File: src/rtl/ibex_icache_scr_key_ctrl.sv
// Scramble-key manager for the ICache RAMs: holds key/nonce, and on invalidation
// fetches a fresh key from the key source with per-attempt timeout, bounded retry and a sticky failure state.
module ibex_icache_scr_key_ctrl #(
  parameter int unsigned KeyW         = 128,
  parameter int unsigned NonceW       = 64,
  parameter logic [KeyW-1:0]   RndCnstKey   = 128'hDDDDDDDDEEEEEEEEAAAAAAAADDDDDDDD,
  parameter logic [NonceW-1:0] RndCnstNonce = 64'hBBBBEEEEEEEEFFFF,
  parameter int unsigned ReqTimeout   = 1024,
  parameter int unsigned MaxRetries   = 3
) (
  input  logic              clk_i,
  input  logic              rst_ni,
  input  logic              icache_inval_i,
  input  logic              key_valid_i,
  input  logic [KeyW-1:0]   key_i,
  input  logic [NonceW-1:0] nonce_i,
  output logic              key_req_o,
  output logic [KeyW-1:0]   scr_key_o,
  output logic [NonceW-1:0] scr_nonce_o,
  output logic              scr_key_valid_o,
  output logic              busy_o,
  output logic              key_err_o
);

  // Handshake: key_req_o is a level request held for the whole REQ state; a single
  // cycle with key_valid_i=1 (key_i/nonce_i valid in that cycle) completes it.

  localparam int unsigned TimerW = (ReqTimeout > 0) ? $clog2(ReqTimeout + 1) : 1;
  localparam int unsigned RetryW = (MaxRetries > 0) ? $clog2(MaxRetries + 1) : 1;
  localparam logic [TimerW-1:0] TimeoutLast = (ReqTimeout > 0) ? TimerW'(ReqTimeout - 1) : '0;
  localparam logic [TimerW-1:0] TimerSat    = '1;
  localparam logic [RetryW-1:0] RetryMax    = RetryW'(MaxRetries);

  typedef enum logic [1:0] {
    ST_IDLE    = 2'd0,
    ST_REQ     = 2'd1,
    ST_BACKOFF = 2'd2,
    ST_FAIL    = 2'd3
  } state_e;

  state_e              r_state, w_state_nxt;
  logic [TimerW-1:0]   r_timer, w_timer_nxt;
  logic [RetryW-1:0]   r_retry, w_retry_nxt;
  logic                r_backoff, w_backoff_nxt;
  logic                w_capture;
  logic                w_timeout;
  logic [KeyW-1:0]     r_key;
  logic [NonceW-1:0]   r_nonce;

  assign w_timeout = (ReqTimeout != 0) && (r_timer == TimeoutLast);

  always_ff @(posedge clk_i or negedge rst_ni) begin
    if (!rst_ni) begin
      r_state   <= ST_IDLE;
      r_timer   <= '0;
      r_retry   <= '0;
      r_backoff <= 1'b0;
    end else begin
      r_state   <= w_state_nxt;
      r_timer   <= w_timer_nxt;
      r_retry   <= w_retry_nxt;
      r_backoff <= w_backoff_nxt;
    end
  end

  always_comb begin
    w_state_nxt   = r_state;
    w_timer_nxt   = r_timer;
    w_retry_nxt   = r_retry;
    w_backoff_nxt = r_backoff;
    w_capture     = 1'b0;
    case (r_state)
      ST_IDLE: begin
        if (icache_inval_i) begin
          w_state_nxt = ST_REQ;
          w_timer_nxt = '0;
          w_retry_nxt = '0;
        end
      end
      ST_REQ: begin
        // Ack beats timeout; invalidations are ignored since a fresh key is already on its way.
        if (key_valid_i) begin
          w_capture   = 1'b1;
          w_state_nxt = ST_IDLE;
        end else if (w_timeout) begin
          if (r_retry < RetryMax) begin
            w_state_nxt   = ST_BACKOFF;
            w_retry_nxt   = r_retry + RetryW'(1);
            w_backoff_nxt = 1'b0;
          end else begin
            w_state_nxt = ST_FAIL;
          end
        end else if (r_timer != TimerSat) begin
          w_timer_nxt = r_timer + TimerW'(1);
        end
      end
      ST_BACKOFF: begin
        if (r_backoff) begin
          w_state_nxt   = ST_REQ;
          w_timer_nxt   = '0;
          w_backoff_nxt = 1'b0;
        end else begin
          w_backoff_nxt = 1'b1;
        end
      end
      ST_FAIL: begin
        if (icache_inval_i) begin
          w_state_nxt = ST_REQ;
          w_timer_nxt = '0;
          w_retry_nxt = '0;
        end
      end
      default: w_state_nxt = ST_IDLE;
    endcase
  end

  always_ff @(posedge clk_i or negedge rst_ni) begin
    if (!rst_ni) begin
      r_key   <= RndCnstKey;
      r_nonce <= RndCnstNonce;
    end else if (w_capture) begin
      r_key   <= key_i;
      r_nonce <= nonce_i;
    end
  end

  assign scr_key_o       = r_key;
  assign scr_nonce_o     = r_nonce;
  assign key_req_o       = (r_state == ST_REQ);
  assign scr_key_valid_o = (r_state == ST_IDLE);
  assign busy_o          = (r_state != ST_IDLE);
  assign key_err_o       = (r_state == ST_FAIL);

endmodule

File: config.mk
export PLATFORM = sky130hd
export DESIGN_NAME = ibex_icache_scr_key_ctrl
export DESIGN_NICKNAME = d
export VERILOG_FILES = /design/src/rtl/ibex_icache_scr_key_ctrl.sv
export SDC_FILE = /design/constraint.sdc
export NUM_CORES = 1
export LEC_CHECK = 0
export BUFFER_PORTS_ARGS = -buffer_cell sky130_fd_sc_hd__buf_2
export CORE_AREA = 2 2 152 154
export CTS_CLUSTER_DIAMETER = 60
export CTS_CLUSTER_SIZE = 24
export DETAILED_ROUTE_END_ITERATION = 7
export DIE_AREA = 0 0 154 156
export PLACE_DENSITY = 0.64
export SLEW_MARGIN = 10
export SYNTH_ARGS = -nofsm -noshare
export SYNTH_HDL_FRONTEND = slang
export SYNTH_SLANG_ARGS = --single-unit
File: constraint.sdc
create_clock -name clk_i -period 2.6 [get_ports clk_i]
set_clock_uncertainty 0.15 [all_clocks]
set_input_delay 0.52 -clock clk_i [delete_from_list [all_inputs] [get_ports clk_i]]
set_output_delay 0.52 -clock clk_i [all_outputs]
set_load 0.005 [all_outputs]
==> flow_summary_export.csv <==
group,metric,value,unit
run_status,status,"complete, no violations",
synth,synthArstFlopShare,100,%
sta,finalSetupViolCount,0,
route,wl_per_cell,17.2,um
synth,ys_types,41,
synth,ys_seq_elements,208,
power,p_int,9530,uW
flow_run,drv_cap,0,
synth,synthesis.nets,718,
synth,syn_area,8280,sq um
cells_and_area,nets,1117,
worst_setup_path,end_kind,"register",
worst_setup_path,critPathMaxStageDelay,0.62,ns
worst_setup_path,cp_slowest_cell,"or4_1",
synth,synthCells,516,
die,dieArea,24000,sq um
sta,fin_ws,0.233,ns
cts,cts_root_buffer,"clkbuf_16",
route,drtIter0Drc,184,
synth,synth_top_area_cell,"dfstp_2",
cts,htree_levels,1,
global_routing,first_global_vias,5721,
sta,min_period_over_period,91.0,%
synth,avgSynthCellArea,16.0,sq um
worst_setup_path,cp.arrival,2.63,ns
die,die_height,156,um
synth,synth_common_cells,"192 x mux2_2, 140 x dfstp_2, 68 x dfrtp_1",
synth,synth.top_cell.area_share,44.4,%
cells_and_area,layout-drive-gt1-share,83.6,%
die,std_cell_rows,55,
global_routing,grt_pass1_wl,31100,um
sta,finalMaxSlewViolations,0,
power,p_per_area,1210,nW/um^2
place,numPlacedInstances,1180,
place,dpl.hpwl,15800,um
cts,postCtsSetupBuffers,0,
route,drtPass1Iterations,4,
power,p_comb_share,34.4,%
cts,clockBufferDepth,3,
synth,synth_area_leaders,"dfstp_2 44%, mux2_2 26%, dfrtp_1 21%",
cells_and_area,seq_area,5380,sq um
cts,ctsResizeCount,0,
cts,clkTransAtPathRegs,0.09,ns
place,gp_congestion,0.746,
route,via_count,5728,
worst_setup_path,crit_type,"reg -> reg",
synth,synth_flop_cell,"dfstp_2",
global_routing,grt_usage,16.3,%
place,portBuffers,391,
cts,cts_tree,"built",
die,ios,392,
cells_and_area,multi_input_area,2730,sq um
synth,ys_seq_area_share,65.0,%
cts,cts_sinks,208,
sta,hold_viol_final,0,
power,worst_ir_drop_vdd,0.692,mV
route,drt-total-wl,20800,um
global_routing,grt_max_degree,79,
power,clockPowerShare,19.4,%
sta,setup_tns,0,ns
cts,clkLatencyLatePin,0.49,ns
cells_and_area,nFillCells,1965,
global_routing,grt_overflow,0,
sta,fin_crit,2.37,ns
cells_and_area,antenna_cells,0,
route,ant_nets,0,
worst_setup_path,critPathLaunchType,"register",
route,post-route-drc-count,0,
worst_setup_path,worstPathRequired,2.87,ns
min_path,hp-class,"in -> reg",
synth,synth_most_common_cell,"mux2_2",
sta,fmax,0.423,GHz
power,swShare,30.0,%
sta,worst_slew_pin_slew,0.564,ns
place,dp_slack,0.239,ns
cts,numCtsBuffers,17,
cells_and_area,stdcell_count,1211,
worst_setup_path,worstPathMaxFanout,13,
die,die_w,154,um
die,start_util,37.0,%
power,p_switching,4080,uW
worst_setup_path,crit_chain,"inv_1 -> ha_1 -> or2_1 -> nand3_1 -> or4_1 -> a21oi_1",
route,vias_per_cell,4.73,
die,core_area,22400,sq um
power,leakagePower,0.00517,uW
global_routing,antenna_found_initial,1,
cells_and_area,syn_to_final_growth,35.7,%
power,p_seq_share,46.2,%
worst_setup_path,cp_num_buf_inv,1,
worst_setup_path,critPathTopFamily,"simple AND/OR/NAND/NOR gates",
sta,slew_headroom,62.4,%
sta,rsz0062_at_grt,"no",
synth,yosys_warnings,0,
synth,synth_edf_count,0,
metal layers:
layer,vias up,share of wire (%),global-route usage [%]
met2,237,51,29.7
met5,-,0,0
met4,0,1.6,4.09
met3,25,7.8,4.39
met1,2829,39,19.1
li1,2637,-,-
path summary, 6_finish.rpt:
path / end / slack (ns) / depth (start not counted) / from
min in group asynchronous: scr_nonce_o[36]$_DFFE_PN0P_ / 0.45 / 2 / rst_ni
max in group asynchronous: scr_key_o[81]$_DFFE_PN1P_ / 1.14 / 3 / rst_ni
hold reg to reg: r_timer[10]$_DFFE_PN0P_ / 0.33 / 1 / r_timer[10]$_DFFE_PN0P_
setup reg to reg: r_timer[4]$_DFFE_PN0P_ / 0.23 / 6 / r_state[0]$_DFFE_PN0P_
hold / removal: scr_key_o[15]$_DFFE_PN1P_ / 0.10 / 2 / key_i[15]
setup / recovery: r_timer[4]$_DFFE_PN0P_ / 0.23 / 6 / r_state[0]$_DFFE_PN0P_
cell families (layout without fill, tap and decap cells):
logic type                 Yosys count  in the layout  synth area share, %
AOI/OAI and AO/OA                   28             28                 2.28
xor gates and xnor gates             1              1                0.106
adders and majority gates            6              6                0.907
buffers and inverters               32            442                 2.03
DFF                                208            208                 65.0
muxes                              192            192                 26.1
and+or+nand+nor                     49             49                 3.55
state kept, by name, indices dropped and copies added (netlist names):
name,cells
scr_nonce_o,64
r_retry,2
r_timer,11
r_state,2
scr_key_o,128
r_backoff,1
metrics by stage:
stage	power, uW	cell area, sq um	hold slack, ns	utilization, %
2_1_floorplan	8680	8280	0.0744	-
3_3_place_gp	11000	10600	0.313	47.6
3_5_place_dp	11200	10600	0.313	47.6
4_1_cts	13900	11200	0.0732	50.2
5_1_grt	14400	11200	0.0822	50.2
6_report	13600	11200	0.101	50.2
final cells by class:
type	count	share of cell area, %
inverter	7	0.234
clock inverter	13	1.33
tap	285	3.18
sequential	208	47.9
clock buffer	17	3.79
timing repair buffer	405	19.2
multi-input combinational	276	24.3
cells in the final DEF, fill, tap and decap left out, types with 2 or more instances in the layout:
master | Yosys | routed
and3_4 | 2 | 2
inv_1 | 7 | 7
clkbuf_16 | 0 | 17
buf_2 | 21 | 390
buf_4 | 0 | 6
nand3_1 | 11 | 11
nor4_1 | 2 | 2
dfrtp_1 | 68 | 68
inv_8 | 0 | 3
nand2b_1 | 4 | 4
nor2_1 | 4 | 4
buf_12 | 0 | 7
nand4_1 | 3 | 3
o21a_1 | 2 | 2
and3_1 | 2 | 2
inv_6 | 0 | 4
o31ai_1 | 3 | 3
ha_1 | 6 | 6
o21ai_0 | 10 | 10
a21oi_1 | 4 | 4
dfstp_2 | 140 | 140
mux2_2 | 192 | 192
clkinvlp_4 | 0 | 2
and2_1 | 2 | 2
clkinv_8 | 0 | 3
nand2_1 | 8 | 8
or4_1 | 3 | 3
repair_timing:
action	4_1_cts	5_1_grt
setup endpoints to repair	0	0
endpoints found under the hold margin	16	0
hold buffers	1	0
power groups by stage:
stage          registers, uW  clock network [uW]  logic [uW]
4_1_cts                 6310                2750        4800
5_1_grt                 6530                2850        5050
6_report                6290                2640        4680
2_1_floorplan           6520                   0        2160
3_5_place_dp            6360                   0        4790
3_3_place_gp            6300                   0        4720
Power figures use the tool's default switching activity.
